===== src/rtl/imm_chunk_encoder.sv =====
// Immediate chunk encoder: splits a signed constant into the shortest
// MS-first sequence of signed chunks that a shift-or receiver rebuilds exactly.
//
// state | meaning
// IDLE  | no word in flight, in_ready=1
// SEND  | presenting chunks of the latched word, out_valid=1
module imm_chunk_encoder #(
   parameter int DATA_W  = 16,
   parameter int CHUNK_W = 4
) (
   input  logic               clk,
   input  logic               rst_n,
   input  logic               in_valid,
   output logic               in_ready,
   input  logic [DATA_W-1:0]  in_data,
   output logic               out_valid,
   input  logic               out_ready,
   output logic [CHUNK_W-1:0] out_chunk,
   output logic               out_first,
   output logic               out_last,
   output logic [2:0]         out_count
);

   localparam int NCHUNK = DATA_W / CHUNK_W;

   typedef enum logic {IDLE, SEND} state_t;

   state_t             state, state_nxt;
   logic [DATA_W-1:0]  shreg, shreg_nxt;
   logic [2:0]         rem, rem_nxt;
   logic               first_q, first_nxt;
   logic [2:0]         count_q, count_nxt;
   logic [2:0]         n_calc;
   logic signed [DATA_W-1:0] sx;
   logic               accept, advance;

   // minimal chunk count: smallest n whose bits above the chunk field's sign bit are all equal
   always_comb begin
      n_calc = 3'(NCHUNK);
      sx     = '0;
      for (int n = NCHUNK - 1; n >= 1; n--) begin
         sx = $signed(in_data) >>> (CHUNK_W * n - 1);
         if ((sx == '0) || (&sx)) n_calc = 3'(n);
      end
   end

   assign out_valid = (state == SEND);
   assign out_last  = (state == SEND) && (rem == 3'd0);
   assign out_first = first_q;
   assign out_count = count_q;
   // the word is left-aligned on load so the current chunk is always the top field
   assign out_chunk = shreg[DATA_W-1 -: CHUNK_W];

   assign advance  = out_valid & out_ready;
   assign in_ready = (state == IDLE) | (advance & out_last);
   assign accept   = in_valid & in_ready;

   // state and datapath registers
   always_ff @(posedge clk or negedge rst_n) begin
      if (!rst_n) begin
         state   <= IDLE;
         shreg   <= '0;
         rem     <= '0;
         first_q <= 1'b0;
         count_q <= '0;
      end else begin
         state   <= state_nxt;
         shreg   <= shreg_nxt;
         rem     <= rem_nxt;
         first_q <= first_nxt;
         count_q <= count_nxt;
      end
   end

   // next-state: a new acceptance wins over draining, giving bubble-free back-to-back words
   always_comb begin
      state_nxt = state;
      shreg_nxt = shreg;
      rem_nxt   = rem;
      first_nxt = first_q;
      count_nxt = count_q;
      if (accept) begin
         state_nxt = SEND;
         shreg_nxt = in_data << (CHUNK_W * (NCHUNK - int'(n_calc)));
         rem_nxt   = n_calc - 3'd1;
         first_nxt = 1'b1;
         count_nxt = n_calc;
      end else if (advance) begin
         if (out_last) begin
            state_nxt = IDLE;
            shreg_nxt = '0;
            rem_nxt   = '0;
            first_nxt = 1'b0;
            count_nxt = '0;
         end else begin
            shreg_nxt = shreg << CHUNK_W;
            rem_nxt   = rem - 3'd1;
            first_nxt = 1'b0;
         end
      end
   end

endmodule


===== config.mk =====
export PLATFORM = sky130hd
export DESIGN_NAME = imm_chunk_encoder
export DESIGN_NICKNAME = d
export VERILOG_FILES = /design/src/rtl/imm_chunk_encoder.sv
export SDC_FILE = /design/constraint.sdc
export NUM_CORES = 1
export LEC_CHECK = 0
export ABC_AREA = 1
export CORE_MARGIN = 10
export CORE_UTILIZATION = 50
export DETAILED_ROUTE_END_ITERATION = 7
export PLACE_DENSITY = 0.77
export SLEW_MARGIN = 20
export SYNTH_ARGS = -nofsm -noshare
export SYNTH_HDL_FRONTEND = slang
export SYNTH_SLANG_ARGS = --single-unit

===== constraint.sdc =====
create_clock -name clk -period 2.4 [get_ports clk]
set_clock_uncertainty 0.15 [all_clocks]
set_input_delay 0.72 -clock clk [delete_from_list [all_inputs] [get_ports clk]]
set_output_delay 0.72 -clock clk [all_outputs]
set_load 0.02 [all_outputs]

[Word level (Yosys, flattened, before mapping)]
Cells that the tools add are included.
W data, S select, Z words.
Word-level totals
  input port bits: 20
  output and inout port bits: 11
  register bits after elaboration: 24
Cells by class
  add/sub/neg operators: 3
  mux-type cells: 17
  reduce and logical (&&, ||, !) cells: 14
  shifts and indexed selects: 1
  bitwise operators: 5
Operator list (number)
  $logic_not A16 Y1: 3
  $mux W16: 3
  $shl A16 B32 Y16: 1
  $mux W3: 9
  $reduce_and A13 Y1: 1
  $reduce_and A9 Y1: 1
  $sub A3 B1 Y3 const B: 2
  $mux W1: 5
  $reduce_and A5 Y1: 1
  $reduce_bool A2 Y1: 2
  $sub A3 B3 Y4 const A: 1
  $and A1 B1 Y1: 3
  $logic_not A3 Y1: 1
  $logic_or A1 B1 Y1: 3
  $reduce_and A2 Y1: 1
  $logic_and A1 B1 Y1: 1
  $not A1 Y1: 1
  $or A1 B1 Y1: 1

[Logic depth before layout (Yosys ltp)]
  depth after elaboration: 8
  gate-level depth with buffers: 15
  mapped depth without buffers: 15

[Worst setup path before layout]
Ideal clock, no wire load.
  path kind: input to register
  start point: input port in_data[15]
  end point: register shreg[4]
  required time: 2.173 ns
  setup time: 0.077 ns
  setup slack: -0.070 ns
  arrival time: 2.242 ns
  stages on the path: 14
  buffers on the path: 1
  cells stage by stage: nor2_1 -> inv_1 -> nor2_2 -> nand2_1 -> nand2_1 -> inv_1 -> buf_4 -> nand2_1 -> ha_1 -> xor2_4 -> nand2_2 -> nor2_2 -> nand2_1 -> a21oi_1
Between the ends
  cells in the longest elaborated chain, start to end: 8
RTL lines
  start: declaration: line 15  | input logic [DATA_W-1:0] in_data,
  $logic_not A16 Y1 or $reduce_and A5 Y1 (tied branches): line 43  | if ((sx == '0) || (&sx)) n_calc = 3'(n);
  $logic_or A1 B1 Y1: line 43
  $mux W3 (2 in a row): line 43
  $mux W3 *: line 43
  $sub A3 B3 Y4 *: line 84  | shreg_nxt = in_data << (CHUNK_W * (NCHUNK - int'(n_calc)));
  $shl A16 B32 Y16 *: line 84
  $mux W16 *: line 82  | if (accept) begin
  end signal: assignment: line 68  | shreg <= shreg_nxt;
  end: declaration: line 29  | logic [DATA_W-1:0] shreg, shreg_nxt;
Mark *: on every way between the ends. The rest lies on a longest branch, timed or not.
A chain may end at the register's enable or synchronous reset.

[Final worst setup path]
  start point: input port in_data[10]
  end point: register shreg[12]
Between the ends
  cells in the longest elaborated chain, start to end: 7
RTL lines (line)
  $logic_not A16 Y1 or $reduce_and A9 Y1 (tied branches): 43
  $logic_or A1 B1 Y1: 43
  $mux W3: 43
  $mux W3 *: 43
  $sub A3 B3 Y4 *: 84
  $shl A16 B32 Y16 *: 84
  $mux W16 *: 82
Marked as above.

==> impl_metrics.toml <==
[global_routing]
first_global_vias = 1582
grt_max_degree = 25
initial_antenna_violation_count = 0
grt_usage_pct = 14.01
gr-total-overflow = 0
grt_first_pass_wirelength_mm = 7.148

[clock_network]
cts_made_buffers = 3
cts-htree-levels = 1
cts_root_buffer = "clkbuf_4"
clock_tree_from_tritoncts = "done"
clk_pin_slew_worst_paths_ns = 0.13
insertion_delay_ns = 0.31
cts.sink_count = 24
cts-root-to-sink-buffers = 2

[yosys]
synthesis.area_um2 = 1613
ys_seq_area_share_pct = 37.24
syn_avg_cell_area_um2 = 7.105
synthesis.instances = 227
ys_warns = 0
yosys-top-cells-area = "dfrtp_1 (37%), nand2_1 (14%), nand3_1 (11%), o21ai_0 (6.5%), nor2_1 (5.6%)"
ys_seq_elements = 24
synth_nets = 251
synthDominantAreaCellType = "dfrtp_1"
yosysTopAreaCellShare_pct = 37.24
distinct_cells_synth = 23

[die]
floorplan.core_area_um2 = 3078
die-area_um2 = 5897
die-width_um = 76.80
die_height_um = 76.80
starting_density_of_the_core_pct = 52.40
ioPinCount = 31
floorplan.rows = 20

[detailed_routing]
route.detailed.vias_per_inst = 5.185
routed_wl_per_cell_um = 13.25
dr.first_iter.drc_count = 100
dr_total_vias = 1706
drcViolationCount = 0
drt_pre_antenna_iters = 4
wl_mm = 4.359
drt.antenna.violating_nets = 0

[placement]
placedCellCount = 322
gp_congestion = 0.8212
place.port_buffers = 30
preCtsSetupSlack_ns = -0.4807
dp_hpwl_mm = 3.303

[cells_and_area]
layout.nets = 310
layout.cells.non_filler = 329
layout.core_utilization_pct = 74.88
drive_above_1_share_pct = 31.23
fillerInstances = 252
area_growth_syn_to_layout_pct = 42.90
antenna_cells_inserted = 0

[timing]
timing.final.max_slew_violations = 0
final-hold-violation-count = 0
setup_viol = 0
slew_headroom_pct = 71.45
worst_slew_pin_slew_ns = 0.4278
max_freq_mhz = 423.5
layout_setup_ws_ns = 0.03872
grt_setup_unrepaired = "true"
worst_hold_slack_ns = 0.3428
period_needed_ns = 2.361
min_period_over_period_pct = 98.39

[setup_path]
crit_path_dat_ns = 2.47
crit_path_buffers_inverters = 4
r2r_end = "shreg[14]"
critical-path-top-delay-family = "simple AND/OR/NAND/NOR gates"
slowest_delay_ns = 0.31
critPathMaxFanout = 7
setup.worst_path.class = "in -> reg"
ff2ff_setup_slack_ns = 0.34
r2r-start = "rem[0]"
worstSetupEndpointType = "register"
worst-r2r-cell-count = 12
critPathLaunch = "in_data[10]"
timing.critical_path.depth = 14
crit_top_cell = "nand2_1"
path_cells = "clkdlybuf4s15_1 -> nor2_1 -> nand2_1 -> nor2_1 -> nand2_1 -> nand2_1 -> inv_2 -> nand2_4 -> inv_2 -> ha_4 -> clkinvlp_4 -> nand3_2 -> nand3_2 -> a21oi_2"
crit_required_ns = 2.50
crit_path_end = "shreg[12]"
cp-start-kind = "primary input"
worst_path_max_delay_cell = "ha_4"

[flow_run]
maxCapViolCount = 0

[power_and_ir_drop]
power.ir.vdd_worst_mv = 0.5688
power_leakage_nw = 1.117
cellPowerDensity_nw_per_um2 = 829.8
fin_total_pwr_mw = 1.913

[min_path]
min_path_type = "reg -> reg"
hold_path_startpoint = "out_first"

[outcome]
outcome = "finished, final reports clean"
-- power breakdown --
group | total, mW | internal (mW) | switching [mW]
Combinational | 1.04 | 0.479 | 0.565
Clock | 0.212 | 0.0926 | 0.120
Sequential | 0.656 | 0.569 | 0.0877
Total | 1.91 | 1.14 | 0.772
-- Yosys cell counts --
master	instances
a21oi_1	13
a31oi_1	1
buf_1	1
buf_2	4
buf_4	6
buf_8	1
dfrtp_1	24
ha_1	4
inv_1	14
inv_2	2
nand2_1	60
nand2_2	5
nand2_4	2
nand3_1	34
nand3_4	1
nand4_1	4
nor2_1	24
nor2_2	2
nor3_1	1
o21ai_0	21
o21ai_2	1
or2_2	1
xor2_4	1
-- through the flow --
step,instance area (um^2),TNS [ns]
floorplan,1638,0
global placement,2155,-7.426
detailed placement,2155,-8.112
CTS,2200,-0.01432
global route,2305,-0.08556
finish,2305,0
-- repair_timing --
action | in CTS | in global routing
endpoints found under the setup margin | 18 | 15
resized for setup | 28 | 38
setup buffers | 1 | 2
pin swaps | 11 | 19
hold buffers | 0 | 0
-- how the worst min path moves through the flow --
stage	end	slack (ns)	cells after the start
after floorplan	out_count[0]	0.27	0
after global placement	shreg[0]	0.31	2
after detailed placement	shreg[3]	0.31	2
after CTS	shreg[3]	0.34	2
after global routing	shreg[3]	0.37	2
final	out_first	0.34	2
-- sequential cells by signal (all words and copies together) (netlist names) --
name       flops
out_count      3
rem            3
shreg         16
out_first      1
out_valid      1
-- kinds of logic after synthesis --
logic type / Yosys count / share of synthesized area (%)
adders and majority gates: 4 / 3.103
AOI/OAI and AO/OA: 36 / 11.48
xor gates and xnor gates: 1 / 1.707
buffers and inverters: 28 / 8.921
and+or+nand+nor: 134 / 37.55
DFF: 24 / 37.24
-- per-layer routing --
layer | up-vias | track usage [%] | routed length (um)
met1 | 815 | 18.03 | 2023
met2 | 30 | 23.61 | 2160
met4 | 0 | 1.673 | 11
met3 | 2 | 3.380 | 162
li1 | 859 | - | -
met5 | - | 0 | 0
-- worst register-to-register path: stages (launching register included) --
cell and delay (ns):
dfrtp_1 0.38, inv_2 0.04, ha_1 0.19, ha_1 0.18
nand2_2 0.09, o21ai_2 0.07, buf_4 0.15, nand2_2 0.08
nand2_1 0.07, nand2_1 0.14, buf_4 0.18, o21ai_0 0.12
a21oi_2 0.15
-- area by class of cell --
class | count | area, um^2 | area share (%)
inverters | 16 | 66.31 | 2.877
well taps | 44 | 55.05 | 2.389
flip-flops and latches | 24 | 600.6 | 26.06
clock buffers | 4 | 36.28 | 1.574
repair buffers | 66 | 549.3 | 23.83
multi-input cells | 175 | 997.2 | 43.27
-- cell usage in the layout, fill, tap and decap left out, types with 2 or more instances in the layout --
cell / count
buf_4: 36
a21oi_1: 6
clkdlybuf4s50_1: 14
dfrtp_1: 24
a21oi_2: 7
o21ai_0: 20
nand3_1: 23
nand2_4: 4
inv_1: 10
clkbuf_4: 3
nor2_4: 2
nand2_2: 5
inv_2: 4
nand3_2: 11
ha_1: 3
nor2_2: 4
nor2_1: 20
nand4_1: 4
dlygate4sd2_1: 4
clkdlybuf4s15_1: 6
clkbuf_2: 3
nand2_1: 58
No activity file was read; power rests on OpenSTA's default activity.
